`src/rtl/pipe_hazard_ctrl.sv`:
```
// Pipeline hazard/flow control for the five-stage core: per-register stall/flush and next-PC select.
// Latency: 0 cycles (Mealy outputs from state + current inputs); only state and counters are registered.
// Backpressure: a data-bus wait holds PC..EX/MEM and bubbles MEM/WB; optional bus timeout under PIPE_HAZARD_CTRL_TIMEOUT_EN.
module pipe_hazard_ctrl #(
    parameter int MEM_TIMEOUT = 255
) (
    input  logic       clk,
    input  logic       rst,
    input  logic [4:0] id_rs1_i,
    input  logic [4:0] id_rs2_i,
    input  logic       id_rs1_en_i,
    input  logic       id_rs2_en_i,
    input  logic       id_fence_i,
    input  logic [4:0] ex_rd_i,
    input  logic       ex_is_load_i,
    input  logic       ex_redirect_i,
    input  logic       mem_req_i,
    input  logic       mem_ack_i,
    input  logic       trap_i,
    output logic [4:0] stall_o,
    output logic [4:0] flush_o,
    output logic [1:0] pc_sel_o,
    output logic       fence_inv_o,
    output logic       err_o
);

    typedef enum logic [1:0] {
        RUN     = 2'd0,
        MWAIT   = 2'd1,
        DRAIN   = 2'd2,
        REFETCH = 2'd3
    } state_t;

    state_t     state_q, state_d, eff_state;
    logic       ret_drain_q, ret_drain_d;   // MWAIT was entered from DRAIN
    logic [1:0] dcnt_q, dcnt_d;             // remaining DRAIN cycles before REFETCH
    logic       timeout;
    logic       load_use;
    logic       mem_wait;
    logic [4:0] stall_c, flush_c;

`ifdef PIPE_HAZARD_CTRL_TIMEOUT_EN
    logic [7:0] tcnt_q;

    // Timeout counter: counts consecutive MWAIT cycles, clears whenever MWAIT is left
    always_ff @(posedge clk) begin
        if (rst) begin
            tcnt_q <= 8'd0;
        end else if (state_q == MWAIT && state_d == MWAIT) begin
            tcnt_q <= tcnt_q + 8'd1;
        end else begin
            tcnt_q <= 8'd0;
        end
    end

    assign timeout = (state_q == MWAIT) && !mem_ack_i && (tcnt_q == 8'(MEM_TIMEOUT));
`else
    logic unused_timeout_param;
    assign unused_timeout_param = ^8'(MEM_TIMEOUT);
    assign timeout = 1'b0;
`endif

    assign load_use = ex_is_load_i && (ex_rd_i != 5'd0) &&
                      ((id_rs1_en_i && (id_rs1_i == ex_rd_i)) ||
                       (id_rs2_en_i && (id_rs2_i == ex_rd_i)));

    // State, return-state and drain counter registers
    always_ff @(posedge clk) begin
        if (rst) begin
            state_q     <= RUN;
            ret_drain_q <= 1'b0;
            dcnt_q      <= 2'd0;
        end else begin
            state_q     <= state_d;
            ret_drain_q <= ret_drain_d;
            dcnt_q      <= dcnt_d;
        end
    end

    // Prioritised event decode: trap/timeout > memory wait > redirect > fence > load-use
    always_comb begin
        stall_c     = 5'b00000;
        flush_c     = 5'b00000;
        pc_sel_o    = 2'b00;
        fence_inv_o = 1'b0;
        err_o       = 1'b0;
        state_d     = state_q;
        ret_drain_d = ret_drain_q;
        dcnt_d      = dcnt_q;

        // An ack in MWAIT resumes the interrupted state in the same cycle
        eff_state = state_q;
        if (state_q == MWAIT && mem_ack_i) begin
            eff_state = ret_drain_q ? DRAIN : RUN;
        end

        mem_wait = (eff_state == MWAIT) ||
                   ((eff_state != REFETCH) && mem_req_i && !mem_ack_i);

        if (trap_i || timeout) begin
            flush_c     = 5'b11110;
            pc_sel_o    = 2'b10;
            err_o       = timeout;
            state_d     = RUN;
            ret_drain_d = 1'b0;
            dcnt_d      = 2'd0;
        end else if (mem_wait) begin
            stall_c = 5'b01111;
            flush_c = 5'b10000;
            state_d = MWAIT;
            if (state_q != MWAIT) begin
                ret_drain_d = (state_q == DRAIN);
            end
        end else begin
            case (eff_state)
                DRAIN: begin
                    if (ex_redirect_i) begin
                        pc_sel_o = 2'b01;
                        flush_c  = 5'b00110;
                        state_d  = RUN;
                        dcnt_d   = 2'd0;
                    end else begin
                        stall_c = 5'b00011;
                        flush_c = 5'b00100;
                        if (dcnt_q == 2'd0) begin
                            state_d = REFETCH;
                        end else begin
                            state_d = DRAIN;
                            dcnt_d  = dcnt_q - 2'd1;
                        end
                    end
                end
                REFETCH: begin
                    flush_c     = 5'b00010;
                    pc_sel_o    = 2'b11;
                    fence_inv_o = 1'b1;
                    state_d     = RUN;
                end
                default: begin
                    state_d = RUN;
                    if (ex_redirect_i) begin
                        pc_sel_o = 2'b01;
                        flush_c  = 5'b00110;
                    end else if (id_fence_i) begin
                        stall_c = 5'b00011;
                        flush_c = 5'b00100;
                        state_d = DRAIN;
                        dcnt_d  = 2'd2;
                    end else if (load_use) begin
                        stall_c = 5'b00011;
                        flush_c = 5'b00100;
                    end
                end
            endcase
        end

        if (rst) begin
            stall_c     = 5'b00000;
            flush_c     = 5'b11111;
            pc_sel_o    = 2'b00;
            fence_inv_o = 1'b0;
            err_o       = 1'b0;
        end
    end

    assign flush_o = flush_c;
    assign stall_o = stall_c & ~flush_c;

endmodule

```
`config.mk`:
```
export PLATFORM = sky130hd
export DESIGN_NAME = pipe_hazard_ctrl
export DESIGN_NICKNAME = d
export VERILOG_FILES = /design/src/rtl/pipe_hazard_ctrl.sv
export SDC_FILE = /design/constraint.sdc
export NUM_CORES = 1
export LEC_CHECK = 0
export CAP_MARGIN = 25
export CORE_AREA = 2 2 39 41
export DETAILED_ROUTE_END_ITERATION = 8
export DIE_AREA = 0 0 41 43
export DONT_BUFFER_PORTS = 1
export GPL_ROUTABILITY_DRIVEN = 0
export SLEW_MARGIN = 20
export SYNTH_ARGS = -nofsm -noshare
export SYNTH_HDL_FRONTEND = slang
export SYNTH_SLANG_ARGS = --single-unit
export TNS_END_PERCENT = 5
```
`constraint.sdc`:
```
create_clock -name clk -period 2.03 [get_ports clk]
set_input_delay 0.5075 -clock clk [delete_from_list [all_inputs] [get_ports clk]]
set_output_delay 0.5075 -clock clk [all_outputs]
set_load 0.01 [all_outputs]
```
**Yosys cells after proc, flatten, opt, wreduce, memory -nomap -nowiden**

Index checks and enable logic that the tools add are counted.

- Add/sub/neg operators: 1
- Eq/ne operators: 11
- Multiplexer cells: 38
- Bitwise operators: 4
- Reduce and logical (&&, ||, !) cells: 17

Operators by type and width:

| operator | number |
|---|---|
| two-way mux 2 bit | 18 |
| two-way mux 5 bit | 4 |
| case mux 2 bit (2 select lines) | 3 |
| == test 5 bit | 2 |
| case mux 5 bit (2 select lines) | 1 |
| two-way mux 3 bit | 3 |
| two-way mux 4 bit | 2 |
| logical AND 1 bit | 7 |
| two-way mux 1 bit | 7 |
| == test 2 bit (second input constant) | 3 |
| bitwise AND 5 bit | 1 |
| inverter 5 bit | 1 |
| AND reduction 5 bit | 1 |
| nonzero test 5 bit | 1 |
| == test 2 x 1 -> 1 bit (second input constant) | 2 |
| != test 2 x 1 -> 1 bit (second input constant) | 2 |
| != test 3 bit (second input constant) | 1 |
| OR reduction 3 bit | 1 |
| logical NOT 2 bit | 1 |
| logical OR 1 bit | 2 |
| != test 2 bit (second input constant) | 1 |
| inverter 1 bit | 2 |
| AND reduction 2 bit | 1 |
| nonzero test 2 bit | 1 |
| other kinds (3) | 3 |

- Flip-flop bits (word level): 5
- Output and inout bits: 14

**Depth between registers and ports, before layout**

Gate-level depths: netlist (run 1).

- Depth in word-level cells: 13
- Mapped depth: 6
- Gate-level depth less buffers: 6

**Worst setup path after synthesis (run 1)**

OpenSTA, ideal clock, no wires.

- Kind: input to output
- From: in trap_i
- To: out stall_o[0]
- Data arrival time: 1625 ps
- Slack: -103 ps
- Cell stages on the path: 4
- Path through: nor2_4 -> inv_4 -> or4_4 -> o31ai_1

- Cells in the longest elaborated chain, start to end: 4
- Elaborated cells between the ends (all ways): 6
- Classes of those cells: mux (4); bitwise (2)

Ends and longest elaborated chain:

| what | RTL line | source |
|---|---|---|
| start, declared | 19 | `input logic trap_i,` |
| two-way mux 5 bit | 100 | `if (trap_i \|\| timeout) begin` |
| two-way mux 5 bit | 157 | `if (rst) begin` |
| inverter 5 bit | 167 | `assign stall_o = stall_c & ~flush_c;` |
| bitwise AND 5 bit (*) | 167 |  |
| end, declared | 20 | `output logic [4:0] stall_o,` |

Mark *: on every way between the ends. The rest lies on a longest branch, timed or not.

**Worst setup path after layout (run 1)**

- From: in trap_i
- To: out flush_o[2]

- Cells in the longest elaborated chain, start to end: 2

Ends and longest elaborated chain:

| what | RTL line | source |
|---|---|---|
| two-way mux 5 bit | 100 |  |
| two-way mux 5 bit | 157 |  |
| end, declared | 21 | `output logic [4:0] flush_o,` |

No other way between the ends.

==> results of run 1 <==
power groups by stage:
stage,Combinational (mW),Clock (mW),Sequential [mW]
after floorplan,0.0678,0,0.104
after global placement,0.0759,0,0.104
after detailed placement,0.0774,0,0.104
after CTS,0.0782,0.121,0.102
after global routing,0.0916,0.131,0.102
final,0.0801,0.114,0.102
repair_timing:
item                                    CTS  global route
pin swaps                                 0             3
hold buffers                              0             0
gates resized for setup                   2             3
endpoints found under the setup margin    3             4
final cells by class:
class                   count  area share
repair buffers              4      0.0440
clock inverters             1     0.00734
inverters                   4      0.0257
flip-flops and latches      5       0.149
clock buffers               3      0.0330
well taps                  16      0.0294
multi-input cells          69       0.712
cell families after synthesis:
kind of cell,after synthesis,share of synthesized area
and+or+nand+nor,31,0.297
AOI/OAI and AO/OA,25,0.286
xor gates and xnor gates,10,0.147
buffers and inverters,8,0.0737
DFF,5,0.168
adders and majority gates,1,0.0210
other,1,0.00631
layer usage:
layer | up-vias | share of wire | track usage
met1 | 258 | 0.43 | 0.175
met2 | 21 | 0.49 | 0.244
met3 | 0 | 0.086 | 0.0471
met4 | 0 | 0 | 0.0600
met5 | - | 0 | 0
li1 | 296 | - | -
stage by stage:
step / std cells / total power, mW / utilization
4_1_cts: 102 / 0.301 / 0.483
2_1_floorplan: 82 / 0.172 / -
6_report: 102 / 0.296 / 0.493
3_3_place_gp: 98 / 0.180 / 0.459
3_5_place_dp: 98 / 0.181 / 0.459
5_1_grt: 102 / 0.325 / 0.493
synthesized netlist by cell type (2+ instances only):
master,instances
a21o_1,2
a21oi_1,8
a31oi_1,2
and3_2,2
buf_4,3
dfxtp_1,5
inv_1,3
nand2_1,4
nand2b_1,6
nor2_1,9
nor4_1,2
o21ai_0,4
o31ai_1,2
xnor2_1,2
xor2_1,8
worst min-delay path by stage:
stage,from,to,slack [ns],cells past startpoint
after floorplan,dcnt_q[0]$_SDFFE_PP0P_,dcnt_q[0]$_SDFFE_PP0P_,0.45,1
after global placement,ret_drain_q$_SDFFE_PP0P_,ret_drain_q$_SDFFE_PP0P_,0.48,2
after detailed placement,ret_drain_q$_SDFFE_PP0P_,ret_drain_q$_SDFFE_PP0P_,0.48,2
after CTS,mem_ack_i,ret_drain_q$_SDFFE_PP0P_,0.43,3
after global routing,ex_redirect_i,dcnt_q[0]$_SDFFE_PP0P_,0.44,3
final,mem_ack_i,ret_drain_q$_SDFFE_PP0P_,0.44,3
sequential cells by signal (all words and copies together), names as in the netlist:
| name | flops |
|---|---|
| state_q | 2 |
| ret_drain_q | 1 |
| dcnt_q | 2 |
worst max-delay path, cell delays in order:
cell and delay (ns):
nor2_4 0.11, inv_4 0.04, or4_4 0.52, o32ai_4 0.28, a21oi_2 0.08
==> out/metrics.yaml, run 1 <==
pre_cts_ws_ns: -0.0549
initial_core_util: 0.429
finish.instance_area_sq_um: 682
fin_nets: 113
netlist_area_sq_um: 594
arrival_ns: 1.53
critPathCaptureType: "output pin"
required_ns: 1.52
pwr-share-clk: 0.385
path_max_fanout: 4
synthCells: 81
p_per_area_nw_per_um2: 435
period_share: 1.00
detail_route.wl_per_cell_um: 11.9
finalWirelength_um: 1220
die-width_um: 41
drtIter0Drc: 4
die_y_um: 43
synth.largest_area_cell: "dfxtp_1"
syn_area_per_cell_sq_um: 7.34
finalHoldViolations: 0
grt_pass1_vias: 482
mostFrequentLayoutCells: "nor2_1 (8), xor2_1 (8), a21oi_1 (7), nand2b_1 (6)"
cts_buffers: 3
totalNegativeSetupSlack_ns: -0.0109
switching_power_mw: 0.0878
holdCritPathClass: "in -> reg"
startpoint: "trap_i"
grt_usage: 0.151
setup_viol: 3
routed_via_density: 5.64
hpwl_um: 1070
synth-edff-count: 0
leakage_nw: 0.268
rsz0062_at_grt: "true"
cts_tree: "built"
grt_pass1_wl_um: 1830
htreeDepth: 1
multiInputGateArea_sq_um: 485
drv_slew: 0
ff_latch_area_sq_um: 101
p_sw_frac: 0.296
seq_power_share: 0.345
cts.path.max_buffers: 2
area_delta_synth_final_pct: 14.7
dieArea_sq_um: 1760
placed_cell_area_sq_um: 636
synthArstFlopShare: 0
rr_worst_depth: 5
via_count: 575
cts-root-buf: "clkbuf_4"
peakVddDrop_mv: 0.261
critPathKind: "in -> out"
drive_gt1_frac: 0.244
clock-sinks: 5
rows: 14
fill_cells: 144
overflow: 0
drc: 0
grt_max_degree: 11
clock_latency_ns: 0.24
cts_setup_buffers: 0
status: "finished with violations"
ys_seq_elements: 5
layout_setup_ws_ns: -0.00848
max_cap_violations: 0
fmax_mhz: 491
p_int_mw: 0.209
r2r-start: "state_q[0]$_SDFF_PP0_"
comb_power_share: 0.270
synth_top_cell_area_share: 0.168
critical_path.endpoint: "flush_o[2]"
ys_warn_count: 0
fin_hold_ws_ns: 0.439
synth_area_leaders: "dfxtp_1 (17%), xor2_1 (12%), a21oi_1 (6.7%), nand2b_1 (6.3%), nor2_1 (5.7%)"
period_minus_slack_ns: 2.04
fin_worst_skew_ns: 0.0101
ys.flop_type: "dfxtp_1"
portBuffers: 0
antennaDiodeCount: 0
dr.pass1.iters: 3
r2r_slack_ns: 0.69
coreArea_sq_um: 1380
r2r_end: "dcnt_q[1]$_SDFFE_PP0P_"
yosysSeqAreaShare: 0.168
ios: 39
antenna_found_initial: 0
yosysUniqueCellTypes: 34
cts.clk_slew.worst_paths_ns: 0.05
ant_nets: 0
violations: "negative setup slack"
cp-start-kind: "primary input"
No activity file was read; power rests on OpenSTA's default activity.
==> run 2: changes to the inputs <==
- CORE_AREA: 2 2 39 41 -> default
- CORE_MARGIN: default -> 1.5
- CORE_UTILIZATION: default -> 40
- DIE_AREA: 0 0 41 43 -> default
==> run 2 against run 1 <==
Net effect: the flow still finishes with violations (negative setup slack); largest cell class unchanged; utilization grew 4.7 points; largest power group unchanged; non-clock buffer count grew 1; fmax shrank 1.4%; critical path depth shrank 1; first-iteration DRC count grew 75%.
==> out/metrics.yaml, run 2 (same netlist as run 1, synthesis figures left out) <==
rows: 13
grt_pass1_wl_um: 2130
hpwl_um: 1090
grt_max_degree: 11
p_per_area_nw_per_um2: 422
violations: "negative setup slack"
die_y_um: 41.5
ios: 39
overflow: 0
max_cap_violations: 0
detail_route.wl_per_cell_um: 13.6
r2r_slack_ns: 0.65
area_delta_synth_final_pct: 22.5
critPathCaptureType: "output pin"
clock-sinks: 5
fin_nets: 114
clock_latency_ns: 0.24
fin_worst_skew_ns: 0.00183
arrival_ns: 1.56
hold_buffers: 0
mostFrequentLayoutCells: "nor2_1 (8), xor2_1 (8), a21oi_1 (7), nand2b_1 (6), buf_4 (5)"
htreeDepth: 1
required_ns: 1.52
holdCritPathClass: "in -> reg"
status: "finished with violations"
rr_worst_depth: 5
coreArea_sq_um: 1350
critPathKind: "reg -> out"
drv_slew: 0
layout_setup_ws_ns: -0.0367
fin_cells: 102
cts.path.max_buffers: 2
finalWirelength_um: 1390
drc: 0
grt_pass1_vias: 557
cts.clk_slew.worst_paths_ns: 0.04
via_count: 599
fill_cells: 133
finalHoldViolations: 0
dieArea_sq_um: 1730
rsz0062_at_grt: "true"
setup_viol: 1
period_minus_slack_ns: 2.07
antenna_found_initial: 0
portBuffers: 0
whs_path_depth: 3
dr.pass1.iters: 4
cts_tree: "built"
drtIter0Drc: 7
ant_nets: 0
reg_top3: "dcnt_q: 2 flops, state_q: 2 flops, ret_drain_q: 1 flops"
r2r_end: "dcnt_q[1]$_SDFFE_PP0P_"
initial_core_util: 0.440
dp_cells: 97
cts_buffers: 3
fin_hold_ws_ns: 0.447
cts-root-buf: "clkbuf_4"
routed_via_density: 5.87
fmax_mhz: 484
hp-start: "mem_ack_i"
grt_usage: 0.154
drive_gt1_frac: 0.299
die-width_um: 41.5
leakage_nw: 0.276
r2r-start: "state_q[0]$_SDFF_PP0_"
fin_util: 0.539
path_max_fanout: 4
antennaDiodeCount: 0
hold_end: "ret_drain_q$_SDFFE_PP0P_"
period_share: 1.02
cp-start-kind: "register"
peakVddDrop_mv: 0.337
-- run 2: worst max path at each step --
stage,to,from,cells after the start,slack [ns]
after floorplan,flush_o[2],trap_i,5,-0.06
after global placement,flush_o[2],ex_rd_i[1],4,-0.06
after detailed placement,flush_o[2],ex_rd_i[1],4,-0.05
after CTS,flush_o[2],trap_i,5,-0.05
after global routing,flush_o[2],state_q[0]$_SDFF_PP0_,4,-0.10
final,flush_o[2],state_q[0]$_SDFF_PP0_,4,-0.04
-- run 2: area by class of cell --
type                            count  area, sq um  share of cell area
Inverter                            4         17.5              0.0241
Clock buffer                        4         26.3              0.0361
Multi-Input combinational cell     69          526               0.722
Timing Repair Buffer                5         37.5              0.0515
Sequential cell                     5          103               0.141
Tap cell                           15         18.8              0.0258
-- run 2: power by group --
part | internal, mW | switching, mW
Combinational | 0.0398 | 0.0503
Sequential | 0.101 | 0.00201
Clock | 0.0743 | 0.0403
-- run 2: timing repair --
action | in CTS | in global routing
setup endpoints to repair | 3 | 4
buffers inserted | 1 | 0
resized for setup | 8 | 4
pin swaps | 3 | 2
-- run 2: layer usage --
layer / global-route usage / vias to the layer above / part of all wire
li1: - / 302 / -
met1: 0.154 / 269 / 0.38
met2: 0.284 / 28 / 0.54
met3: 0.0565 / 0 / 0.079
met4: 0.0581 / 0 / 0
met5: 0 / - / 0
-- run 2: critical path, cell delays in order, from the launching register on --
cell and delay [ns]:
dfxtp_2 0.32, and3_4 0.16, or4_4 0.48, o32ai_4 0.29, a21oi_2 0.08
-- run 2: metrics by stage --
step / setup TNS, ns / setup slack, ns / cell area (sq um) / total power [mW]
2_1_floorplan: -0.166 / -0.0622 / 612 / 0.172
3_3_place_gp: -0.0632 / -0.0632 / 634 / 0.181
3_5_place_dp: -0.123 / -0.0521 / 634 / 0.182
4_1_cts: -0.0833 / -0.0519 / 708 / 0.311
5_1_grt: -0.166 / -0.101 / 728 / 0.330
6_report: -0.0367 / -0.0367 / 728 / 0.308
==> run 3: changes to the inputs <==
- PLACE_DENSITY: default -> 0.61
==> run 3 against run 2 <==
Net effect: the flow still finishes with violations (negative setup slack); sequential cell count unchanged; fmax up 1.1%; final area down 4.8%.
==> out/metrics.yaml, run 3 (same netlist as run 1, synthesis figures left out) <==
initial_core_util: 0.440
drtIter0Drc: 12
area_delta_synth_final_pct: 16.6
portBuffers: 0
critPathCaptureType: "output pin"
grt_pass1_vias: 569
fmax_mhz: 489
critical_path.endpoint: "flush_o[2]"
r2r-start: "state_q[1]$_SDFF_PP0_"
hpwl_um: 1040
reg_top3: "dcnt_q: 2 flops, state_q: 2 flops, ret_drain_q: 1 flops"
cts_setup_buffers: 0
coreArea_sq_um: 1350
p_sw_frac: 0.292
dp_cells: 98
cpPeakStageDelay_ns: 0.46
arrival_ns: 1.54
path_max_fanout: 4
fin_worst_skew_ns: 0.00890
cp-start-kind: "register"
comb_power_share: 0.270
crit_path_cell_trace: "and3_4 > or4_4 > o32ai_4 > a21oi_2"
setup_viol: 3
critPathKind: "reg -> out"
antennaDiodeCount: 0
drc: 0
drive_gt1_frac: 0.264
crit_cells: 4
finalHoldViolations: 0
ios: 39
rr_worst_depth: 4
p_int_mw: 0.213
cts_buffers: 3
cts.path.max_buffers: 2
period_share: 1.01
fin_nets: 114
p_per_area_nw_per_um2: 434
clock-sinks: 5
cp_top_family: "simple AND/OR/NAND/NOR gates"
via_count: 579
violations: "negative setup slack"
htreeDepth: 1
rsz0062_at_grt: "true"
holdCritPathClass: "in -> reg"
startpoint: "state_q[0]$_SDFF_PP0_"
rows: 13
ant_nets: 0
fin_util: 0.513
cts-root-buf: "clkbuf_4"
status: "finished with violations"
antenna_found_initial: 0
period_minus_slack_ns: 2.04
grt_pass1_wl_um: 2160
cp_slowest_cell: "or4_4"
hold_buffers: 0
path_buf_inv: 0
finalWirelength_um: 1280
peakVddDrop_mv: 0.314
clock_latency_ns: 0.25
cts.clk_slew.worst_paths_ns: 0.05
drv_slew: 0
detail_route.wl_per_cell_um: 12.5
fin_cells: 102
leakage_nw: 0.269
r2r_slack_ns: 0.75
layout_setup_ws_ns: -0.0149
die_y_um: 41.5
routed_via_density: 5.68
grt_usage: 0.155
pwr-share-clk: 0.388
dieArea_sq_um: 1730
max_cap_violations: 0
dr.pass1.iters: 4
switching_power_mw: 0.0880
cts_tree: "built"
overflow: 0
grt_max_degree: 11
power.total_mw: 0.301
mostFrequentLayoutCells: "nor2_1 (8), xor2_1 (8), a21oi_1 (7), nand2b_1 (6), buf_4 (5)"
seq_power_share: 0.342
required_ns: 1.52
r2r_end: "dcnt_q[1]$_SDFFE_PP0P_"
die-width_um: 41.5
[run 3: cell types whose count changed in the layout (fill, tap and decap cells not counted)]
cell / before / now
o31ai_2: 0 / 2
o31ai_4: 2 / 0
a32oi_1: 0 / 1
a32oi_2: 1 / 0
nor4_1: 1 / 2
nor4_2: 1 / 0
o21ai_0: 3 / 4
o21ai_2: 1 / 0
[run 3: repair_timing]
| action | in CTS | in global routing |
|---|---|---|
| cloned | 0 | 0 |
| pin swaps | 2 | 1 |
| endpoints found under the setup margin | 3 | 4 |
| resized for setup | 5 | 1 |
[run 3: layout make-up]
type                       instances  area [sq um]
fill                             144           657
inverter                           4          17.5
timing repair buffer               5          37.5
sequential                         5           103
tap                               15          18.8
clock buffer                       4          26.3
multi-input combinational         69           490
[run 3: worst min-delay path by stage]
stage / from / end / slack (ns) / cells past startpoint
floorplan: dcnt_q[0]$_SDFFE_PP0P_ / dcnt_q[0]$_SDFFE_PP0P_ / 0.45 / 1
global placement: ret_drain_q$_SDFFE_PP0P_ / ret_drain_q$_SDFFE_PP0P_ / 0.48 / 2
detailed placement: dcnt_q[0]$_SDFFE_PP0P_ / dcnt_q[0]$_SDFFE_PP0P_ / 0.48 / 1
CTS: ex_redirect_i / dcnt_q[0]$_SDFFE_PP0P_ / 0.44 / 3
global route: ex_redirect_i / dcnt_q[1]$_SDFFE_PP0P_ / 0.45 / 2
finish: ex_redirect_i / dcnt_q[0]$_SDFFE_PP0P_ / 0.44 / 3
[run 3: metal layers]
layer	part of all wire	vias to the layer above	routed length, um	track usage
met2	0.52	31	668	0.275
met5	0	-	0	0
li1	-	298	-	-
met3	0.096	0	123	0.0696
met4	0	0	0	0.0387
met1	0.38	250	483	0.167
[run 3: worst min-delay path: stages]
cell,delay [ns]
nor2_1,0.02
nand2_1,0.05
o2bb2ai_1,0.06
[run 3: power by group through the flow]
stage	clock network [mW]	logic, mW	registers [mW]
2_1_floorplan	0	0.0678	0.104
3_3_place_gp	0	0.0774	0.104
3_5_place_dp	0	0.0786	0.104
4_1_cts	0.121	0.0819	0.103
5_1_grt	0.128	0.0904	0.103
6_report	0.117	0.0812	0.103
[run 3: metrics by stage]
stage          setup slack, ns  hold slack (ns)  TNS, ns  cell area, sq um
3_5_place_dp           -0.0274            0.481  -0.0446               642
2_1_floorplan          -0.0622            0.455   -0.166               612
4_1_cts                -0.0243            0.441  -0.0606               691
5_1_grt                -0.0812            0.452   -0.215               693
3_3_place_gp           -0.0345            0.479  -0.0345               642
6_report               -0.0149            0.441  -0.0342               693
